$ cat src/rtl/rob_retire.sv
// In-order retire queue: dispatch pushes tags, the CDB marks entries done in any order,
// and the head entry retires onto the Retire BUS one per cycle, strictly in push order.
module rob_retire #(
    parameter int DSIZE = 5,
    parameter int ASIZE = 5,
    parameter int WSIZE = 32,
    parameter int RSIZE = 5
) (
    input  logic             clock,
    input  logic             reset,
    input  logic             Dispatch_en,
    input  logic [DSIZE-1:0] Dispatch_Tag,
    input  logic [RSIZE-1:0] Dispatch_Rd,
    input  logic             CDB_Valid,
    input  logic [DSIZE-1:0] CDB_Tag,
    input  logic [WSIZE-1:0] CDB_Data,
    output logic             RB_Tag_Valid,
    output logic [DSIZE-1:0] RB_Tag,
    output logic [RSIZE-1:0] RB_Rd,
    output logic [WSIZE-1:0] RB_Data,
    output logic             Rob_full,
    output logic             Rob_empty
);

    localparam int unsigned DEPTH = 1 << ASIZE;

    logic [ASIZE:0]   wptr, rptr;
    logic [ASIZE-1:0] widx, ridx;
    logic [DEPTH-1:0] ent_valid, ent_done;
    logic [DSIZE-1:0] ent_tag  [DEPTH];
    logic [RSIZE-1:0] ent_rd   [DEPTH];
    logic [WSIZE-1:0] ent_data [DEPTH];
    logic [DEPTH-1:0] cdb_hit;
    logic             push, retire;

    always_comb begin
        widx      = wptr[ASIZE-1:0];
        ridx      = rptr[ASIZE-1:0];
        Rob_empty = (wptr == rptr);
        Rob_full  = (wptr[ASIZE] != rptr[ASIZE]) && (widx == ridx);
        push      = Dispatch_en && !Rob_full;
        retire    = ent_valid[ridx] && ent_done[ridx];
    end

    // Only pre-edge valid, not-done entries can match, so a same-edge push is never completed.
    always_comb begin
        cdb_hit = '0;
        for (int unsigned i = 0; i < DEPTH; i++) begin
            cdb_hit[i[ASIZE-1:0]] = CDB_Valid && ent_valid[i[ASIZE-1:0]] &&
                                    !ent_done[i[ASIZE-1:0]] &&
                                    (ent_tag[i[ASIZE-1:0]] == CDB_Tag);
        end
    end

    always_ff @(posedge clock or negedge reset) begin
        if (!reset) begin
            wptr         <= '0;
            rptr         <= '0;
            ent_valid    <= '0;
            ent_done     <= '0;
            RB_Tag_Valid <= 1'b0;
            RB_Tag       <= '0;
            RB_Rd        <= '0;
            RB_Data      <= '0;
            for (int unsigned i = 0; i < DEPTH; i++) begin
                ent_tag[i[ASIZE-1:0]]  <= '0;
                ent_rd[i[ASIZE-1:0]]   <= '0;
                ent_data[i[ASIZE-1:0]] <= '0;
            end
        end else begin
            for (int unsigned i = 0; i < DEPTH; i++) begin
                if (cdb_hit[i[ASIZE-1:0]]) begin
                    ent_done[i[ASIZE-1:0]] <= 1'b1;
                    ent_data[i[ASIZE-1:0]] <= CDB_Data;
                end
            end
            RB_Tag_Valid <= retire;
            if (retire) begin
                RB_Tag          <= ent_tag[ridx];
                RB_Rd           <= ent_rd[ridx];
                RB_Data         <= ent_data[ridx];
                ent_valid[ridx] <= 1'b0;
                ent_done[ridx]  <= 1'b0;
                rptr            <= rptr + 1'b1;
            end
            // Push slot never equals the retiring or a completing slot: push requires !full.
            if (push) begin
                ent_valid[widx] <= 1'b1;
                ent_done[widx]  <= 1'b0;
                ent_tag[widx]   <= Dispatch_Tag;
                ent_rd[widx]    <= Dispatch_Rd;
                ent_data[widx]  <= '0;
                wptr            <= wptr + 1'b1;
            end
        end
    end

endmodule
$ cat config.mk
export PLATFORM = sky130hd
export DESIGN_NAME = rob_retire
export DESIGN_NICKNAME = d
export VERILOG_FILES = /design/src/rtl/rob_retire.sv
export SDC_FILE = /design/constraint.sdc
export NUM_CORES = 2
export LEC_CHECK = 0
export ABC_AREA = 1
export CAP_MARGIN = 15
export CORE_UTILIZATION = 50
export CTS_BUF_LIST = sky130_fd_sc_hd__clkbuf_16
export DETAILED_ROUTE_END_ITERATION = 8
export PLACE_DENSITY = 0.66
export SETUP_SLACK_MARGIN = 0.4
export SYNTH_ARGS = -nofsm -noshare
export SYNTH_HDL_FRONTEND = slang
export SYNTH_SLANG_ARGS = --single-unit
$ cat constraint.sdc
create_clock -name clock -period 3.5 [get_ports clock]
set_clock_uncertainty 0.1 [all_clocks]
set_input_delay 0.525 -clock clock [delete_from_list [all_inputs] [get_ports clock]]
set_output_delay 0.525 -clock clock [all_outputs]
set_load 0.1 [all_outputs]
# Word-level counts from Yosys, hierarchy flattened

Index checks and enable logic that the tools add are counted.
Widths: inputs -> output; s select.

Multiplexer cells: 92
Multipliers: 0
Reductions and logical operators: 135
Equal/unequal tests: 35
Magnitude comparators: 7
Div/mod/pow operators: 0
Bitwise operators: 10
Shift-type cells: 0
$add $sub $neg: 2

Operators by type and width:

| cell                 | number |
|---|---|
| $mux 32              | 39 |
| $and 1024x1024->1024 | 1 |
| $mux 1024            | 1 |
| $not 1024->1024      | 1 |
| $bwmux 160           | 2 |
| $eq 5x5->1           | 33 |
| $bmux 32 s5          | 1 |
| $demux 32 s5         | 1 |
| $logic_and 1x1->1    | 102 |
| $and 32x32->32       | 3 |
| $not 32->32          | 2 |
| $bmux 5 s5           | 2 |
| $mux 1               | 36 |
| $logic_not 1->1      | 33 |
| $or 32x32->32        | 1 |
| $demux 5 s5          | 1 |
| $mux 5               | 5 |
| $add 6x1->6 const B  | 2 |
| $ge 6x6->1 const B   | 2 |
| $lt 5x6->1 const B   | 2 |
| $not 5->6            | 2 |
| $bmux 1 s5           | 2 |
| $demux 1 s5          | 2 |
| $ge 5x1->1 const B   | 2 |
| other kinds (3)      | 3 |

Input port bits: 51
Memories kept: 0
Memory bits (writable): 0
Bits in registers: 1463
Memory bits (read-only): 0
Latch bits: 0

# Depth between registers and ports, before layout

Depth in word-level cells: 9
Gate-level depth with buffers: 16
Depth with buffers taken out: 14

# Worst setup path before layout

No wires, ideal clock.

Path kind: register to output
Start point: reg rptr[0]
End point: out Rob_empty
Data arrival time: 2.483 ns
Data required time: 2.875 ns
Path buffers: 2
Stages on the path, launching flop included: 8
Path slack: 0.392 ns
Cells stage by stage: dfrtp_1 > buf_4 > inv_4 > buf_6 > nor2_1 > nor4_4 > nand3_1 > nor2_1

Word-level cells in the longest chain between the ends: 1

Ends and longest elaborated chain:

| item                     | RTL line | RTL |
|---|---|---|
| start: declaration       | 27       | `logic [ASIZE:0] wptr, rptr;` |
| start signal: assignment | 84       | `rptr <= rptr + 1'b1;` |
| $eq 6x6->1               | 39       | `Rob_empty = (wptr == rptr);` |
| end: declaration         | 22       | `output logic Rob_empty` |

Every way passes these cells.

# Final worst setup path

Start point: reg rptr[0]
End point: reg RB_Data[7]

Word-level cells in the longest chain between the ends: 4

Ends and longest elaborated chain:

| item                                        | RTL line | RTL |
|---|---|---|
| $not 5->6 (implied by the code)             | 81       | `RB_Data <= ent_data[ridx];` |
| $bmux 32 s5                                 | 81       |  |
| $mux 32 (implied by the code) (2 in series) | 81       |  |
| end signal: assignment                      | 81       |  |
| end: declaration                            | 20       | `output logic [WSIZE-1:0] RB_Data,` |

Parallel ways exist; a longest one is shown, timed or not. The select of a mux whose other input is x is not followed.
A chain may end at the register's enable or synchronous reset.

==> impl_metrics.toml <==
[drt]
drt_iter0_markers = 7965
first_pass_iters = 7
vias_per_cell = 5.71
wl_um = 274000
ant_nets = 0
vias = 69800
avgRoutedWirePerCell_um = 22.4
route.detailed.drc = 0

[clocking]
clock_sinks = 1463
cts-htree-levels = 4
worstSkewPairLatency_ns = 0.81
cts_root_buffer = "clkbuf_16"
cts_made_buffers = 163
cts_buffer_depth = 3
clkTransAtPathRegs_ns = 0.06
cts_tree = "built"

[grt]
grt_pass1_vias = 65200
grt_max_degree = 120
grt_antenna_before_repair = 8
grt-ovfl-total = 0
grt_pass1_wl_um = 413000
grt_use_total = 0.358

[setup_path]
path_cells = "buf_4, buf_4, buf_4, o21ai_0, o22ai_1, nand2_1, nand4_1, o21ai_0, nand2_1"
path_depth = 9
critPathTopFamily = "buffers and inverters"
critPathBufInv = 3
crit_fanout = 51
cp_common_cell = "buf_4"
slowest_delay_ns = 0.54
worstPathArrival_ns = 3.78
worst-setup-path-type = "flop to flop"
start_kind = "flop"
r2r_cells = 9
end_kind = "flop"
critPathRequiredTime_ns = 4.15
cpMaxStageDelayCell = "buf_4"

[timing]
timing.fmax_mhz = 320
max_slew_margin = 0.280
setup_tns_ns = 0
finalSetupViolCount = 0
period_needed_ns = 3.12
finalMaxSlewViolations = 0
finalCritPeriodShare = 0.893
grt_setup_unrepaired = "true"
hold_viol = 0
tightestPinTransition_ns = 1.08
hold_ws_ns = 0.212

[logic_synthesis]
yosys-top-cells-count = "nand2_1 (3113), o21ai_0 (2096), dfrtp_1 (1463), inv_1 (1240), nor2_1 (845)"
synth_edf_count = 0
syn_area_um2 = 75500
synth_fp_nets = 10500
yosysTopAreaCell = "dfrtp_1"
syn_inst = 10400
ys_top_cells_by_area = "dfrtp_1 (49%), nand2_1 (15%), o21ai_0 (14%)"
yosysMostFrequentCell = "nand2_1"
synthArstFlopShare = 1.00
yosys.cell_types.count = 34
synth_top_area_share = 0.485
post_synth.cell_area_avg_um2 = 7.26
ys_seq_elements = 1463
synth-main-ff-cell = "dfrtp_1"
ys_seq_area_frac = 0.485
yosysWarningCount = 0

[final_layout]
final_nets = 10100
final_layout_size_suffix_gt1_frac = 0.0569
post-route-util = 0.563
area_growth_pct = 11.6
nFillCells = 14000
final_area_um2 = 84300

[die]
die_area_um2 = 152000
fp-row-count = 142
core_area_um2 = 150000
fp.dieW_um = 391
die_h_um = 391
io_pins = 96
initial_utilization = 0.504

[outcome]
outcome = "complete, no violations"

[place]
io_buffers = 95
place_hpwl_um = 155000
place_area_um2 = 78900
gp_congestion = 0.905

[power]
totalPowerFinal_mw = 73.0
ir_worst_vdd_uv = 999
powerDensity_nw_per_um2 = 867
p_leak_nw = 45.5

[worst_hold_path]
hold_path_class = "input pin to asynchronous set/reset pin"

[flow_run]
max-cap-violations = 0
[where the power goes]
group | switching (mW) | leakage (nW) | internal (mW)
combinational | 20.8 | 23.1 | 9.72
sequential | 3.42 | 19.7 | 22.6
clock | 7.27 | 2.63 | 9.19
[stage by stage]
step / worst slack, ns / instances
3_5_place_dp: 0.246 / 11900
6_report: 0.376 / 12200
3_3_place_gp: 0.252 / 11900
2_1_floorplan: 0.741 / 10400
4_1_cts: 0.294 / 12200
5_1_grt: 0.338 / 12200
[cell type report]
cell class	instances	area, µm²	area share
Inverter	1247	4720	0.0560
Tap cell	2016	2520	0.0299
Antenna cell	2	5.00	0.0000594
Clock buffer	167	4180	0.0496
Timing Repair inverter	5	46.3	0.000549
Clock inverter	125	808	0.00959
Timing Repair Buffer	358	4420	0.0525
Multi-Input combinational cell	6841	30900	0.367
Sequential cell	1463	36600	0.435
[what timing repair did]
item	CTS	global route
buffers inserted	9	5
endpoints found under the setup margin	38	78
gates resized for setup	7	19
pin swaps	2	3
hold endpoints to repair	56	0
cloned	5	4
hold buffers	1	0
[cell families (layout without fill, tap and decap cells)]
| family | count (synthesis) | count (layout) | synth area share |
|---|---|---|---|
| flip-flops | 1463 | 1463 | 0.485 |
| other | 0 | 2 | 0 |
| adder cells (fa/ha/maj) | 8 | 8 | 0.00133 |
| XOR/XNOR | 54 | 54 | 0.00627 |
| buffers and inverters | 2090 | 1902 | 0.110 |
| AND/OR/NAND/NOR | 4243 | 4244 | 0.223 |
| AO/OA/AOI/OAI | 2535 | 2535 | 0.174 |
[worst paths after layout]
path / start / end / slack [ns]
worst min-delay path: reset / ent_tag[116] / 0.21
worst max register to register: rptr[0] / RB_Data[7] / 0.38
min in group clock: Dispatch_en / wptr[0] / 0.31
worst min register to register: ent_rd[11] / ent_rd[11] / 0.38
worst max-delay path: rptr[0] / RB_Data[7] / 0.38
max in group asynchronous: reset / ent_data[55] / 1.81
[per-layer routing]
metal  wire [µm]  up-vias  GRT usage
met5           0        -          0
met4       13000        0      0.159
met3       28500      741     0.0687
met2      123000     3627      0.555
met1      110000    33300      0.489
li1            -    32100          -
[flip-flops by register name, indices dropped and copies added, names as in the netlist]
signal and cells:
ent_data 1024, ent_tag 160, RB_Rd 5, ent_rd 160, RB_Data 32, RB_Tag 5, wptr 6, ent_valid 32
rptr 6, ent_done 32, RB_Tag_Valid 1
[placed cells by master, fill, tap and decap left out, drive strengths merged, types with 7 or more instances in the layout]
master / instances
ha: 8
inv: 1306
nor4b: 7
clkbuf: 170
buf: 280
nand3: 141
nand4: 91
dfrtp: 1463
nor2: 845
bufinv: 8
nor3b: 9
o22ai: 329
xor2: 38
nand2: 3115
clkdlybuf4s50: 73
xnor2: 16
o21ai: 2120
nor4: 13
clkinv: 61
nor3: 21
a21oi: 68
a221oi: 12
[worst reg2reg max path, stage by stage, from the launching register on]
cell and delay, ns:
dfrtp_4 0.52, buf_4 0.35, buf_4 0.45, buf_4 0.56, o21ai_0 0.28, o22ai_1 0.19, nand2_1 0.16, nand4_1 0.25
o21ai_0 0.11, nand2_1 0.10
Power figures use the tool's default switching activity.
